## config.mk

```make
export PLATFORM = sky130hd
export DESIGN_NAME = block_1_apb_initiator
export DESIGN_NICKNAME = d
export VERILOG_FILES = /design/src/rtl/block_1_apb_initiator.sv
export SDC_FILE = /design/constraint.sdc
export NUM_CORES = 1
export LEC_CHECK = 0
export BUFFER_PORTS_ARGS = -buffer_cell sky130_fd_sc_hd__buf_4
export CORE_MARGIN = 3
export CORE_UTILIZATION = 45
export CTS_CLUSTER_SIZE = 8
export DETAILED_ROUTE_END_ITERATION = 12
export GPL_ROUTABILITY_DRIVEN = 0
export PLACE_DENSITY_LB_ADDON = 0.08
export SYNTH_ARGS = -nofsm -noshare
export SYNTH_HDL_FRONTEND = slang
export SYNTH_SLANG_ARGS = --single-unit
```

## constraint.sdc

```tcl
create_clock -name i_clk -period 2.1 [get_ports i_clk]
set_clock_uncertainty 0.15 [all_clocks]
set_input_delay 0.315 -clock i_clk [delete_from_list [all_inputs] [get_ports i_clk]]
set_output_delay 0.315 -clock i_clk [all_outputs]
set_load 0.005 [all_outputs]
```

## src/rtl/block_1_apb_initiator.sv

```systemverilog
// APB initiator for block_1: one command in, one APB setup/access transfer out, one response back.
// Optional feature macro: BLOCK_1_APB_INITIATOR_ADDR_CHECK_EN (address decode check in IDLE).
module block_1_apb_initiator #(
    parameter int ADDRESS_WIDTH  = 7,
    parameter int DATA_WIDTH     = 32,
    parameter int TIMEOUT_CYCLES = 16
) (
    input  logic                      i_clk,
    input  logic                      i_rst_n,
    input  logic                      i_cmd_valid,
    output logic                      o_cmd_ready,
    input  logic                      i_cmd_write,
    input  logic [ADDRESS_WIDTH-1:0]  i_cmd_addr,
    input  logic [DATA_WIDTH-1:0]     i_cmd_wdata,
    input  logic [DATA_WIDTH/8-1:0]   i_cmd_strb,
    output logic                      o_rsp_valid,
    input  logic                      i_rsp_ready,
    output logic [DATA_WIDTH-1:0]     o_rsp_rdata,
    output logic [1:0]                o_rsp_status,
    output logic                      o_psel,
    output logic                      o_penable,
    output logic [ADDRESS_WIDTH-1:0]  o_paddr,
    output logic [2:0]                o_pprot,
    output logic                      o_pwrite,
    output logic [DATA_WIDTH-1:0]     o_pwdata,
    output logic [DATA_WIDTH/8-1:0]   o_pstrb,
    input  logic                      i_pready,
    input  logic [DATA_WIDTH-1:0]     i_prdata,
    input  logic                      i_pslverr
);

    localparam int STRB_W = DATA_WIDTH / 8;
    localparam int CNT_W  = (TIMEOUT_CYCLES > 0) ? $clog2(TIMEOUT_CYCLES + 1) : 1;
    localparam logic [CNT_W-1:0] CNT_LIM = CNT_W'(TIMEOUT_CYCLES);

    localparam logic [1:0] ST_OK      = 2'b00;
    localparam logic [1:0] ST_SLVERR  = 2'b01;
    localparam logic [1:0] ST_TIMEOUT = 2'b10;
    localparam logic [1:0] ST_DECERR  = 2'b11;

    typedef enum logic [1:0] {IDLE, SETUP, ACCESS, RESP} state_t;

    state_t                     state_q, state_d;
    logic [CNT_W-1:0]           cnt_q, cnt_d, cnt_inc;
    logic                       cmd_ready_q, cmd_ready_d;
    logic                       psel_q, psel_d;
    logic                       penable_q, penable_d;
    logic [ADDRESS_WIDTH-1:0]   paddr_q, paddr_d;
    logic                       pwrite_q, pwrite_d;
    logic [DATA_WIDTH-1:0]      pwdata_q, pwdata_d;
    logic [STRB_W-1:0]          pstrb_q, pstrb_d;
    logic                       rsp_valid_q, rsp_valid_d;
    logic [DATA_WIDTH-1:0]      rsp_rdata_q, rsp_rdata_d;
    logic [1:0]                 rsp_status_q, rsp_status_d;
    logic                       addr_bad;

`ifdef BLOCK_1_APB_INITIATOR_ADDR_CHECK_EN
    // Misaligned or beyond the last implemented block_1 register.
    assign addr_bad = (i_cmd_addr[1:0] != 2'b00) || (i_cmd_addr >= ADDRESS_WIDTH'(88));
`else
    assign addr_bad = 1'b0;
`endif

    assign cnt_inc = cnt_q + 1'b1;

    always_comb begin
        state_d      = state_q;
        cnt_d        = cnt_q;
        cmd_ready_d  = cmd_ready_q;
        psel_d       = psel_q;
        penable_d    = penable_q;
        paddr_d      = paddr_q;
        pwrite_d     = pwrite_q;
        pwdata_d     = pwdata_q;
        pstrb_d      = pstrb_q;
        rsp_valid_d  = rsp_valid_q;
        rsp_rdata_d  = rsp_rdata_q;
        rsp_status_d = rsp_status_q;

        case (state_q)
            IDLE: begin
                cmd_ready_d = 1'b1;
                if (i_cmd_valid && cmd_ready_q) begin
                    cmd_ready_d = 1'b0;
                    paddr_d     = i_cmd_addr;
                    pwrite_d    = i_cmd_write;
                    pwdata_d    = i_cmd_wdata;
                    pstrb_d     = i_cmd_write ? i_cmd_strb : '0;
                    if (addr_bad) begin
                        state_d      = RESP;
                        rsp_valid_d  = 1'b1;
                        rsp_status_d = ST_DECERR;
                        rsp_rdata_d  = '0;
                    end else begin
                        state_d = SETUP;
                        psel_d  = 1'b1;
                        cnt_d   = '0;
                    end
                end
            end
            SETUP: begin
                state_d   = ACCESS;
                penable_d = 1'b1;
            end
            ACCESS: begin
                // Completion is checked before the limit so a late pready still wins.
                if (i_pready) begin
                    state_d      = RESP;
                    psel_d       = 1'b0;
                    penable_d    = 1'b0;
                    rsp_valid_d  = 1'b1;
                    rsp_status_d = i_pslverr ? ST_SLVERR : ST_OK;
                    rsp_rdata_d  = (i_pslverr || pwrite_q) ? '0 : i_prdata;
                end else if ((TIMEOUT_CYCLES != 0) && (cnt_inc == CNT_LIM)) begin
                    state_d      = RESP;
                    psel_d       = 1'b0;
                    penable_d    = 1'b0;
                    rsp_valid_d  = 1'b1;
                    rsp_status_d = ST_TIMEOUT;
                    rsp_rdata_d  = '0;
                end else if (TIMEOUT_CYCLES != 0) begin
                    cnt_d = cnt_inc;
                end
            end
            RESP: begin
                if (i_rsp_ready) begin
                    state_d     = IDLE;
                    rsp_valid_d = 1'b0;
                    cmd_ready_d = 1'b1;
                end
            end
            default: state_d = IDLE;
        endcase
    end

    always_ff @(posedge i_clk or negedge i_rst_n) begin
        if (!i_rst_n) begin
            state_q      <= IDLE;
            cnt_q        <= '0;
            cmd_ready_q  <= 1'b0;
            psel_q       <= 1'b0;
            penable_q    <= 1'b0;
            paddr_q      <= '0;
            pwrite_q     <= 1'b0;
            pwdata_q     <= '0;
            pstrb_q      <= '0;
            rsp_valid_q  <= 1'b0;
            rsp_rdata_q  <= '0;
            rsp_status_q <= 2'b00;
        end else begin
            state_q      <= state_d;
            cnt_q        <= cnt_d;
            cmd_ready_q  <= cmd_ready_d;
            psel_q       <= psel_d;
            penable_q    <= penable_d;
            paddr_q      <= paddr_d;
            pwrite_q     <= pwrite_d;
            pwdata_q     <= pwdata_d;
            pstrb_q      <= pstrb_d;
            rsp_valid_q  <= rsp_valid_d;
            rsp_rdata_q  <= rsp_rdata_d;
            rsp_status_q <= rsp_status_d;
        end
    end

    assign o_cmd_ready  = cmd_ready_q;
    assign o_psel       = psel_q;
    assign o_penable    = penable_q;
    assign o_paddr      = paddr_q;
    assign o_pprot      = 3'b000;
    assign o_pwrite     = pwrite_q;
    assign o_pwdata     = pwdata_q;
    assign o_pstrb      = pstrb_q;
    assign o_rsp_valid  = rsp_valid_q;
    assign o_rsp_rdata  = rsp_rdata_q;
    assign o_rsp_status = rsp_status_q;

endmodule

```

# [After elaboration in Yosys (flattened, before gate mapping)]
# Cells that the tools add are included.
[totals] ff_bits=89 latchBits=0 ramBits=0 romBits=0 input_bits=82 out_inout_bits=85 word_cells=66 n_memories=0
[classes] addsub=1 mul=0 div=0 magnitude_cmp=0 eq_ne=9 shift=0 n_mux=28 n_bitwise=0 reduce_logical=16
[op_table] op="$mux W32" count=3
[op_table] op="$mux W5" count=3
[op_table] op="$mux W2" count=6
[op_table] op="$pmux W5 S2" count=1
[op_table] op="$reduce_bool A2 Y1" count=5
[op_table] op="$mux W1" count=9
[op_table] op="$reduce_and A3 Y1" count=3
[op_table] op="$ne A2 B2 Y1 const B" count=4
[op_table] op="$pmux W1 S2" count=4
[op_table] op="$pmux W2 S4" count=1
[op_table] op="$reduce_and A2 Y1" count=4
[op_table] op="$add A5 B1 Y5 const B" count=1
[op_table] op="$eq A5 B5 Y1 const B" count=1
[op_table] op="$eq A2 B2 Y1 const B" count=2
[op_table] op="$mux W4" count=1
[op_table] op="$reduce_and A4 Y1" count=1
[op_table] op="$ne A3 B3 Y1 const B" count=1
[op_table] op="$eq A2 B1 Y1 const B" count=1
[op_table] op="$logic_not A2 Y1" count=1
[op_table] op="$logic_and A1 B1 Y1" count=1
[op_table] op="$logic_or A1 B1 Y1" count=1

# [Depth between registers and ports, before layout]
# Gate-level depths: netlist of the first run.
[depth] word_depth=5 mapped_depth=8 mapped_depth_nobuf=7

# [Least setup slack after synthesis of the first run]
# No wires, ideal clock.
[synth_timing] kind="register -> register" start="register state_q[0]" end="register cnt_q[4]" setup_time_ps=74 t_arrival_ps=1666 required_time_ps=1876 setup_slack_ps=210 stages_incl_launch_ff=9 path_buffers=1 period_less_slack_ps=1890 cell_sequence="dfrtp_1 inv_1 ha_1 a21boi_1 or3b_1 buf_2 nor4_2 a21oi_1 o21ai_2"
[synth_between] elab_chain_cells=3 word_cells_on_any_way=8 cone_classes="eq/ne: 4; mux: 1; reduce/logical: 3"
[synth_rtl] item="from (decl)" line="43" source="state_t state_q, state_d;"
[synth_rtl] item="from (signal assigned)" line="151" source="state_q <= state_d;"
[synth_rtl] item="$eq A2 B2 Y1 or $logic_not A2 Y1 (tied branches)" line="80" source="case (state_q)"
[synth_rtl] item="$ne A2 B2 Y1 (no line) or $reduce_bool A2 Y1 (tied branches)"
[synth_rtl] item="$reduce_and A4 Y1 (no line)"
[synth_rtl] item="to (signal assigned)" line="152" source="cnt_q <= cnt_d;"
[synth_rtl] item="to (decl)" line="44" source="logic [CNT_W-1:0] cnt_q, cnt_d, cnt_inc;"
# Several ways; a longest one is shown, not always the timed one.
# A chain may end at the register's enable or synchronous reset.

# [Final worst setup path of the first run]
# Ends and elaborated chain as after synthesis.

==> results.sh, run 1 <==
export IMPL_status="complete, no violations"
export IMPL_yosys_cell_types_count=38
export IMPL_cts_max_path_buffers=2
export IMPL_power_density_mw_per_mm2=1410
export IMPL_utilization=0.688
export IMPL_fmax_ghz=0.511
export IMPL_cts_tree="built"
export IMPL_antenna_found_initial=0
export IMPL_avgSynthCellArea_um2=13.9
export IMPL_comb_power_share=0.426
export IMPL_timing_final_crit_share=0.932
export IMPL_drc=0
export IMPL_hold_viol=0
export IMPL_cts_root_buffer="clkbuf_8"
export IMPL_viasPerCell=5.12
export IMPL_yosysSeqAreaShare=0.632
export IMPL_fillers=544
export IMPL_cp_start_kind="flop"
export IMPL_wl_met1_um=3410
export IMPL_clkSinkCount=89
export IMPL_rsz0062_at_grt="no"
export IMPL_power_leakage_uw=0.00257
export IMPL_synth_area_leader_cell="dfrtp_1"
export IMPL_core_mm2=0.00741
export IMPL_die_y_um=94.5
export IMPL_htree_num_levels=3
export IMPL_p_int_uw=4980
export IMPL_nets=507
export IMPL_max_vdd_ir_drop_v=0.000694
export IMPL_worstHoldPathType="input port to flop"
export IMPL_maxSlewViolCount=0
export IMPL_cp_startpoint="state_q[0]"
export IMPL_final_cells=523
export IMPL_routedWlPerCell_um=16.0
export IMPL_syn_inst=253
export IMPL_yosys_top_cells_count="dfrtp_1, mux2_2, a22o_1"
export IMPL_arrival_ns=2.07
export IMPL_vias=2676
export IMPL_setup_viol=0
export IMPL_wl_met2_um=4070
export IMPL_power_switching_uw=2180
export IMPL_cts_made_buffers=9
export IMPL_grt_pass1_vias=2728
export IMPL_rows=31
export IMPL_portBuffers=163
export IMPL_grt_max_degree=49
export IMPL_drv_cap=0
export IMPL_detail_route_antenna_nets=0
export IMPL_overflow=0
export IMPL_clock_power_share=0.152
export IMPL_io_pins=167
export IMPL_drive_above_1_share=0.547
export IMPL_final_setup_tns_ns=0
export IMPL_die_area_mm2=0.00893
export IMPL_switching_share=0.305
export IMPL_r2r_start="state_q[0]"
export IMPL_drt_total_wl_um=8350
export IMPL_synth_area_top_cells="dfrtp_1, mux2_2, a22o_1"
export IMPL_grt_pass1_wl_um=13100
export IMPL_die_x_um=94.5
export IMPL_placed_cell_area_mm2=0.00490
export IMPL_yosys_cell_count_top_type="dfrtp_1"
export IMPL_dpl_hpwl_um=6170
export IMPL_place_inst=508
export IMPL_period_needed_ns=1.96
export IMPL_synth_seq_cells=89
export IMPL_ys_flop_type="dfrtp_1"
export IMPL_hold_path_startpoint="i_pready"
export IMPL_whs_ns=0.0306
export IMPL_initial_core_util=0.476
export IMPL_synth_edf_count=0
export IMPL_worstSkewPairLatency_ns=0.34
export IMPL_pwr_share_seq=0.423
export IMPL_syn2layout_area_growth_pct=44.6
export IMPL_syn_area_mm2=0.00352
export IMPL_drt_first_pass_iters=4
export IMPL_wl_met3_um=703
export IMPL_critPathKind="flop to flop"
export IMPL_postCtsSetupRepairBufs=0
export IMPL_endpoint_kind="flop"
export IMPL_top_layer_used="met4"
export IMPL_async_flop_share=1.00
export IMPL_cp_required_ns=2.21
export IMPL_yosys_area_top_type_share=0.632
export IMPL_path_clk_slew_ns=0.08
export IMPL_fin_area_mm2=0.00509
export IMPL_crit_path_max_fanout=6
export IMPL_drtIter0Drc=51
export IMPL_grt_usage=0.189
export IMPL_yosys_warnings=0
export IMPL_antenna_cells=0
==> final cells by class <==
cell class | count | area (um2) | area share
Sequential cell | 89 | 2230 | 0.437
Timing Repair Buffer | 173 | 1350 | 0.265
Multi-Input combinational cell | 144 | 1200 | 0.236
Clock buffer | 11 | 131 | 0.0258
Tap cell | 99 | 124 | 0.0243
Clock inverter | 3 | 43.8 | 0.00860
Inverter | 4 | 15.0 | 0.00295
==> metal layers <==
| layer | global-route usage | vias up |
|---|---|---|
| met5 | 0 | - |
| met4 | 0.0877 | 0 |
| met3 | 0.0526 | 13 |
| met2 | 0.303 | 100 |
| met1 | 0.238 | 1315 |
| li1 | - | 1248 |
==> cells in the final DEF (no fill, tap or decap), drive strengths merged <==
cell / n
a211oi: 1
a21boi: 1
a21oi: 4
a22o: 32
a311oi: 2
a31oi: 3
a32o: 1
and2: 2
and3: 1
buf: 172
bufinv: 1
clkbuf: 11
clkinv: 2
conb: 3
dfrtp: 89
dlygate4sd3: 1
ha: 4
inv: 4
mux2: 40
mux2i: 2
nand2: 16
nand2b: 2
nand3: 3
nand4: 2
nand4b: 1
nor2: 3
nor2b: 1
nor3: 1
nor3b: 1
nor4: 1
o21ai: 14
o311ai: 1
o32a: 1
or3b: 1
==> flip-flops by register name, indices dropped and copies added (netlist names) <==
signal	cells
cnt_q	5
o_cmd_ready	1
o_paddr	7
o_penable	1
o_psel	1
o_pstrb	4
o_pwdata	32
o_pwrite	1
o_rsp_rdata	32
o_rsp_status	2
o_rsp_valid	1
state_q	2
==> per-stage QoR <==
stage                     power (uW)  worst slack (ns)
after CTS                       7240            0.0949
after global routing            7680            0.0399
after detailed placement        6120             0.130
final                           7160             0.142
after floorplan                 4370             0.210
after global placement          6030             0.180
==> worst max-delay path: stages (launching register included) <==
cell and delay [ns]:
dfrtp_1 0.38, inv_1 0.07, ha_1 0.27, a21boi_1 0.17, or3b_4 0.44, nor4_2 0.21
a21oi_1 0.08, o21ai_2 0.11
==> logic make-up after synthesis <==
kind of cell	share of synthesized area
other	0.00106
buffers and inverters	0.0348
muxes	0.133
and+or+nand+nor	0.0515
adders and majority gates	0.0142
DFF	0.632
AOI/OAI and AO/OA	0.133
==> final timing paths <==
check	end	slack, ns	cells past startpoint
worst max register to register	cnt_q[4]	0.14	7
max in group asynchronous	cnt_q[2]	0.95	3
worst min register to register	o_pstrb[1]	0.34	2
worst max-delay path	cnt_q[4]	0.14	7
worst min-delay path	o_rsp_status[1]	0.03	2
min in group asynchronous	o_rsp_rdata[6]	0.28	2
==> power groups by stage <==
stage	clock network, uW	registers, uW	logic, uW
2_1_floorplan	0	3060	1310
3_3_place_gp	0	3030	3000
3_5_place_dp	0	3050	3070
4_1_cts	1120	3030	3090
5_1_grt	1190	3140	3350
6_report	1090	3030	3050
==> what timing repair did <==
action | in CTS | in global routing
hold endpoints to repair | 22 | 0
gates resized for setup | 0 | 2
setup endpoints to repair | 0 | 3
hold buffers | 1 | 0
(Power assumes the default switching activity.)
==> run 2: changes to the inputs <==
ABC_AREA = 1   (was default)
==> run 2 against run 1 <==
  * Power down 2.8%
  * Sequential power decreased by 3%
  * Non-clock buffer count grew 43
  * Cell area grew 12%
  * Sequential share of layout area decreased by 4.6 points
  * Register-to-register slack better by 0.07 ns
  * Global-route usage rose by 3.5 points
  * Setup slack gained 0.073 ns
  * Sequential cell count stayed put
  * Critical path type unchanged
==> results.sh, run 2 <==
export IMPL_status="complete, no violations"
export IMPL_routedWlPerCell_um=13.7
export IMPL_core_mm2=0.00789
export IMPL_cts_max_path_buffers=2
export IMPL_whs_ns=0.0164
export IMPL_power_density_mw_per_mm2=1220
export IMPL_drc=0
export IMPL_fillers=601
export IMPL_crit_top_cell="nand2_2"
export IMPL_vias=3440
export IMPL_antenna_found_initial=0
export IMPL_layout_common_cells="nand2_1, buf_4, dfrtp_1, dlygate4sd3_1, nand2_2"
export IMPL_die_y_um=96.9
export IMPL_die_x_um=96.9
export IMPL_grt_pass1_vias=3443
export IMPL_critPathKind="flop to flop"
export IMPL_critical_path_top_delay_family="simple AND/OR/NAND/NOR gates"
export IMPL_htree_num_levels=3
export IMPL_power_leakage_uw=0.00318
export IMPL_grt_usage=0.224
export IMPL_synth_mux_area_frac=0
export IMPL_power_uw=6960
export IMPL_final_cells=740
export IMPL_clkSinkCount=89
export IMPL_crit_path_top_delay_cell="dfrtp_1"
export IMPL_avgSynthCellArea_um2=8.82
export IMPL_yosys_cell_types_count=25
export IMPL_setup_viol=0
export IMPL_synth_area_leader_cell="dfrtp_1"
export IMPL_cts_resized=0
export IMPL_final_common_cell="nand2_1"
export IMPL_arrival_ns=2.03
export IMPL_synth_top_family_by_area="simple AND/OR/NAND/NOR gates"
export IMPL_nets=719
export IMPL_rows=32
export IMPL_wl_met2_um=5130
export IMPL_multiInputGateArea_mm2=0.00134
export IMPL_maxSlewViolCount=0
export IMPL_period_needed_ns=1.88
export IMPL_drive_above_1_share=0.342
export IMPL_drt_total_wl_um=10100
export IMPL_antenna_cells=0
export IMPL_synth_compound_area_frac=0.0205
export IMPL_top_layer_used="met4"
export IMPL_cp_start_kind="flop"
export IMPL_place_inst=677
export IMPL_rsz0062_at_grt="no"
export IMPL_syn_area_mm2=0.00372
export IMPL_grt_pass1_wl_um=17000
export IMPL_ys_flop_type="dfrtp_1"
export IMPL_yosys_area_top_type_share=0.599
export IMPL_crit_path_max_fanout=34
export IMPL_max_vdd_ir_drop_v=0.000613
export IMPL_dpl_hpwl_um=6740
export IMPL_async_flop_share=1.00
export IMPL_synth_area_top_cells="dfrtp_1, nand2_1, nand2_2"
export IMPL_synth_edf_count=0
export IMPL_initial_core_util=0.472
export IMPL_synthSimpleGateAreaFrac=0.320
export IMPL_cts_tree="built"
export IMPL_yosys_cell_count_top_type="nand2_1"
export IMPL_cts_made_buffers=9
export IMPL_wl_met1_um=4270
export IMPL_die_area_mm2=0.00940
export IMPL_cts_root_buffer="clkbuf_8"
export IMPL_worst_pin_slew_ns=0.514
export IMPL_endpoint_kind="flop"
export IMPL_grt_max_degree=45
export IMPL_slew_headroom=0.658
export IMPL_syn_inst=422
export IMPL_path_buf_inv=1
export IMPL_yosysSeqAreaShare=0.599
export IMPL_drt_first_pass_iters=4
export IMPL_yosys_warnings=0
export IMPL_synth_adder_area_share=0.0134
export IMPL_cp_required_ns=2.25
export IMPL_worstHoldPathType="input port to flop"
export IMPL_seq_area_mm2=0.00223
export IMPL_wl_met3_um=542
export IMPL_worstSkewPairLatency_ns=0.35
export IMPL_hold_viol=0
export IMPL_io_pins=167
export IMPL_detail_route_antenna_nets=0
export IMPL_synth_seq_cells=89
export IMPL_yosys_top_cells_count="nand2_1, dfrtp_1, nand2_2"
export IMPL_portBuffers=163
export IMPL_drtIter0Drc=96
export IMPL_cpPeakStageDelay_ns=0.42
export IMPL_overflow=0
export IMPL_path_clk_slew_ns=0.09
export IMPL_fmax_ghz=0.531
export IMPL_syn2layout_area_growth_pct=52.9
export IMPL_viasPerCell=4.65
export IMPL_drv_cap=0
export IMPL_path_cells="ha_1 -> nand2_2 -> clkinv_2 -> nand3_2 -> nand2_2 -> nand3_2 -> nand2_2 -> nand2_4 -> nand2_1 -> nand2_1"
export IMPL_yosys_area_share_xor_xnor=0
export IMPL_timing_final_crit_share=0.897
export IMPL_final_setup_tns_ns=0
-- run 2: layout make-up --
| type | count | area share |
|---|---|---|
| inverter | 14 | 0.00945 |
| sequential | 89 | 0.391 |
| clock buffer | 11 | 0.0248 |
| multi-input combinational | 303 | 0.235 |
| timing repair buffer | 216 | 0.310 |
| clock inverter | 5 | 0.00704 |
| tap | 102 | 0.0224 |
-- run 2: what timing repair did --
action | CTS | global route
setup endpoints to repair | 0 | 0
hold buffers | 46 | 1
endpoints found under the hold margin | 82 | 1
buffers inserted | 0 | 0
-- run 2: cells by family (layout without fill, tap and decap cells) --
logic type | after synthesis | count (layout)
compound gates | 13 | 13
fa+ha+maj | 4 | 4
buf+inv | 32 | 246
flops | 89 | 89
other cells | 1 | 3
simple gates | 283 | 283
-- run 2: metal layers --
| layer | vias up | global-route usage |
|---|---|---|
| li1 | 1703 | - |
| met1 | 1617 | 0.286 |
| met2 | 107 | 0.372 |
| met3 | 13 | 0.0591 |
| met4 | 0 | 0.0745 |
| met5 | - | 0 |
-- run 2: power breakdown --
part,internal (uW),leakage [uW],switching (uW),total [uW]
Combinational,1510,0.00195,1420,2940
Clock,469,0.0000822,606,1080
Sequential,2480,0.00115,472,2950
Total,4460,0.00318,2500,6960
-- run 2: worst reg2reg max path: cells and delay by family, from the launching register on --
kind | cells | cell delay [ns]
buffers and inverters | 1 | 0.09
and+or+nand+nor | 8 | 0.92
adders and majority gates | 1 | 0.26
DFF | 1 | 0.42
-- run 2: stage by stage --
stage / setup WS (ns) / util / instance area, um2
6_report: 0.215 / 0.721 / 5690
2_1_floorplan: 0.457 / - / 3730
3_3_place_gp: 0.298 / 0.639 / 5040
3_5_place_dp: 0.242 / 0.639 / 5040
5_1_grt: 0.0805 / 0.721 / 5690
4_1_cts: 0.202 / 0.720 / 5680
-- run 2: final timing paths --
kind	start	to	slack, ns	cells after the start
setup / recovery	cnt_q[0]	o_rsp_rdata[23]	0.22	10
setup reg to reg	cnt_q[0]	o_rsp_rdata[23]	0.22	10
hold / removal	i_prdata[22]	o_rsp_rdata[22]	0.02	3
hold reg to reg	o_rsp_rdata[22]	o_rsp_rdata[22]	0.33	2
max in group asynchronous	i_rst_n	o_pwdata[26]	0.89	3
min in group asynchronous	i_rst_n	o_rsp_rdata[31]	0.32	2
==> run 3: changes to the inputs <==
ABC_CLOCK_PERIOD_IN_PS = 2100   (was default)
RECOVER_POWER = 100   (was default)
SETUP_SLACK_MARGIN = 0.2   (was default)
==> run 3 against run 2 <==
  * Die area did not move
  * Register-to-register slack barely moved
  * First-iteration DRC count rose by 9.4%
==> results.sh, run 3 (synthesized netlist as in run 2, its figures left out) <==
export IMPL_detail_route_antenna_nets=0
export IMPL_worstSkewPairLatency_ns=0.35
export IMPL_crit_path_max_fanout=44
export IMPL_slew_headroom=0.332
export IMPL_grt_pass1_vias=3443
export IMPL_crit_top_cell="nand2_1"
export IMPL_portBuffers=163
export IMPL_cts_max_path_buffers=2
export IMPL_layout_common_cells="nand2_1, dfrtp_1, buf_4, clkbuf_4, dlygate4sd3_1"
export IMPL_grt_usage=0.224
export IMPL_clock_power_share=0.159
export IMPL_switching_share=0.366
export IMPL_viasPerCell=4.65
export IMPL_drv_cap=0
export IMPL_drtIter0Drc=105
export IMPL_grt_pass1_wl_um=17000
export IMPL_setup_viol=0
export IMPL_drc=0
export IMPL_final_setup_tns_ns=0
export IMPL_routedWlPerCell_um=13.6
export IMPL_cp_start_kind="flop"
export IMPL_cts_tree="built"
export IMPL_cts_made_buffers=9
export IMPL_rsz0062_at_grt="yes"
export IMPL_timing_final_crit_share=0.898
export IMPL_die_y_um=96.9
export IMPL_drt_total_wl_um=10100
export IMPL_grt_max_degree=45
export IMPL_initial_core_util=0.472
export IMPL_core_mm2=0.00789
export IMPL_die_x_um=96.9
export IMPL_worstHoldPathType="input port to flop"
export IMPL_syn2layout_area_growth_pct=50.3
export IMPL_htree_num_levels=3
export IMPL_comb_power_share=0.408
export IMPL_rows=32
export IMPL_pwr_share_seq=0.433
export IMPL_max_vdd_ir_drop_v=0.000604
export IMPL_maxSlewViolCount=0
export IMPL_antenna_cells=0
export IMPL_cts_root_buffer="clkbuf_8"
export IMPL_hold_viol=0
export IMPL_io_pins=167
export IMPL_power_density_mw_per_mm2=1210
export IMPL_final_common_cell="nand2_1"
export IMPL_critPathKind="flop to flop"
export IMPL_p_int_uw=4270
export IMPL_drive_above_1_share=0.295
export IMPL_worst_pin_slew_ns=1.00
export IMPL_fmax_ghz=0.530
export IMPL_drt_first_pass_iters=4
export IMPL_cpPeakStageDelay_ns=0.44
export IMPL_nets=719
export IMPL_crit_path_top_delay_cell="clkbuf_4"
export IMPL_cp_required_ns=2.23
export IMPL_overflow=0
export IMPL_final_cells=740
export IMPL_arrival_ns=2.02
export IMPL_hold_path_cell_count=3
export IMPL_status="complete, no violations"
export IMPL_postCtsSetupRepairBufs=0
export IMPL_rr_worst_depth=7
export IMPL_dpl_hpwl_um=6740
export IMPL_antenna_found_initial=0
export IMPL_vias=3439
export IMPL_whs_ns=0.0178
export IMPL_path_clk_slew_ns=0.09
export IMPL_clkSinkCount=89
export IMPL_power_leakage_uw=0.00306
export IMPL_fillers=627
export IMPL_path_cells="inv_1 -> ha_1 -> inv_2 -> nor2_4 -> clkbuf_4 -> nand2_1 -> nand2_1"
export IMPL_power_switching_uw=2470
export IMPL_endpoint_kind="flop"
export IMPL_die_area_mm2=0.00940
export IMPL_place_inst=677
export IMPL_period_needed_ns=1.89
[run 3: critical path, delay by kind of cell (launching register included)]
| kind | cells | cell delay (ns) |
|---|---|---|
| flip-flops | 1 | 0.40 |
| AND/OR/NAND/NOR | 3 | 0.36 |
| adder cells (fa/ha/maj) | 1 | 0.28 |
| buffers and inverters | 3 | 0.61 |
[run 3: worst paths after layout]
check,startpoint,endpoint,slack (ns)
min in group asynchronous,i_rst_n,o_rsp_rdata[31],0.51
worst max register to register,state_q[0],o_pwdata[8],0.21
worst max-delay path,state_q[0],o_pwdata[8],0.21
worst min-delay path,i_prdata[28],o_rsp_rdata[28],0.02
max in group asynchronous,i_rst_n,cnt_q[2],0.44
worst min register to register,o_pwdata[18],o_pwdata[18],0.33
[run 3: layer usage]
layer | share of wire | vias up | global-route usage
met5 | 0 | - | 0
met4 | 0.019 | 0 | 0.0745
met3 | 0.053 | 13 | 0.0591
met2 | 0.51 | 108 | 0.372
met1 | 0.42 | 1615 | 0.286
li1 | - | 1703 | -
[run 3: area by class of cell]
cell class	instances	area [um2]	area share
Inverter	14	53.8	0.00962
Clock inverter	5	40.0	0.00716
Clock buffer	11	141	0.0253
Tap cell	102	128	0.0228
Multi-Input combinational cell	303	1310	0.234
Timing Repair Buffer	216	1690	0.302
Sequential cell	89	2230	0.398
[run 3: metrics by stage]
stage | cell area (um2) | utilization | setup WS [ns] | total power, uW
3_3_place_gp | 5040 | 0.639 | 0.298 | 5760
2_1_floorplan | 3730 | - | 0.457 | 4230
3_5_place_dp | 5040 | 0.639 | 0.242 | 5850
4_1_cts | 5680 | 0.720 | 0.202 | 7010
5_1_grt | 5590 | 0.709 | 0.115 | 7310
6_report | 5590 | 0.709 | 0.214 | 6740
[run 3: timing repair]
item / CTS / global route
resized for setup: 0 / 4
hold buffers: 46 / 1
endpoints found under the hold margin: 82 / 1
setup endpoints to repair: 0 / 79
[run 3: power groups by stage]
stage / clock network [uW] / registers, uW / logic [uW]
2_1_floorplan: 0 / 2980 / 1250
3_3_place_gp: 0 / 2960 / 2800
3_5_place_dp: 0 / 2950 / 2900
4_1_cts: 1120 / 2940 / 2960
5_1_grt: 1190 / 3010 / 3100
6_report: 1070 / 2920 / 2750
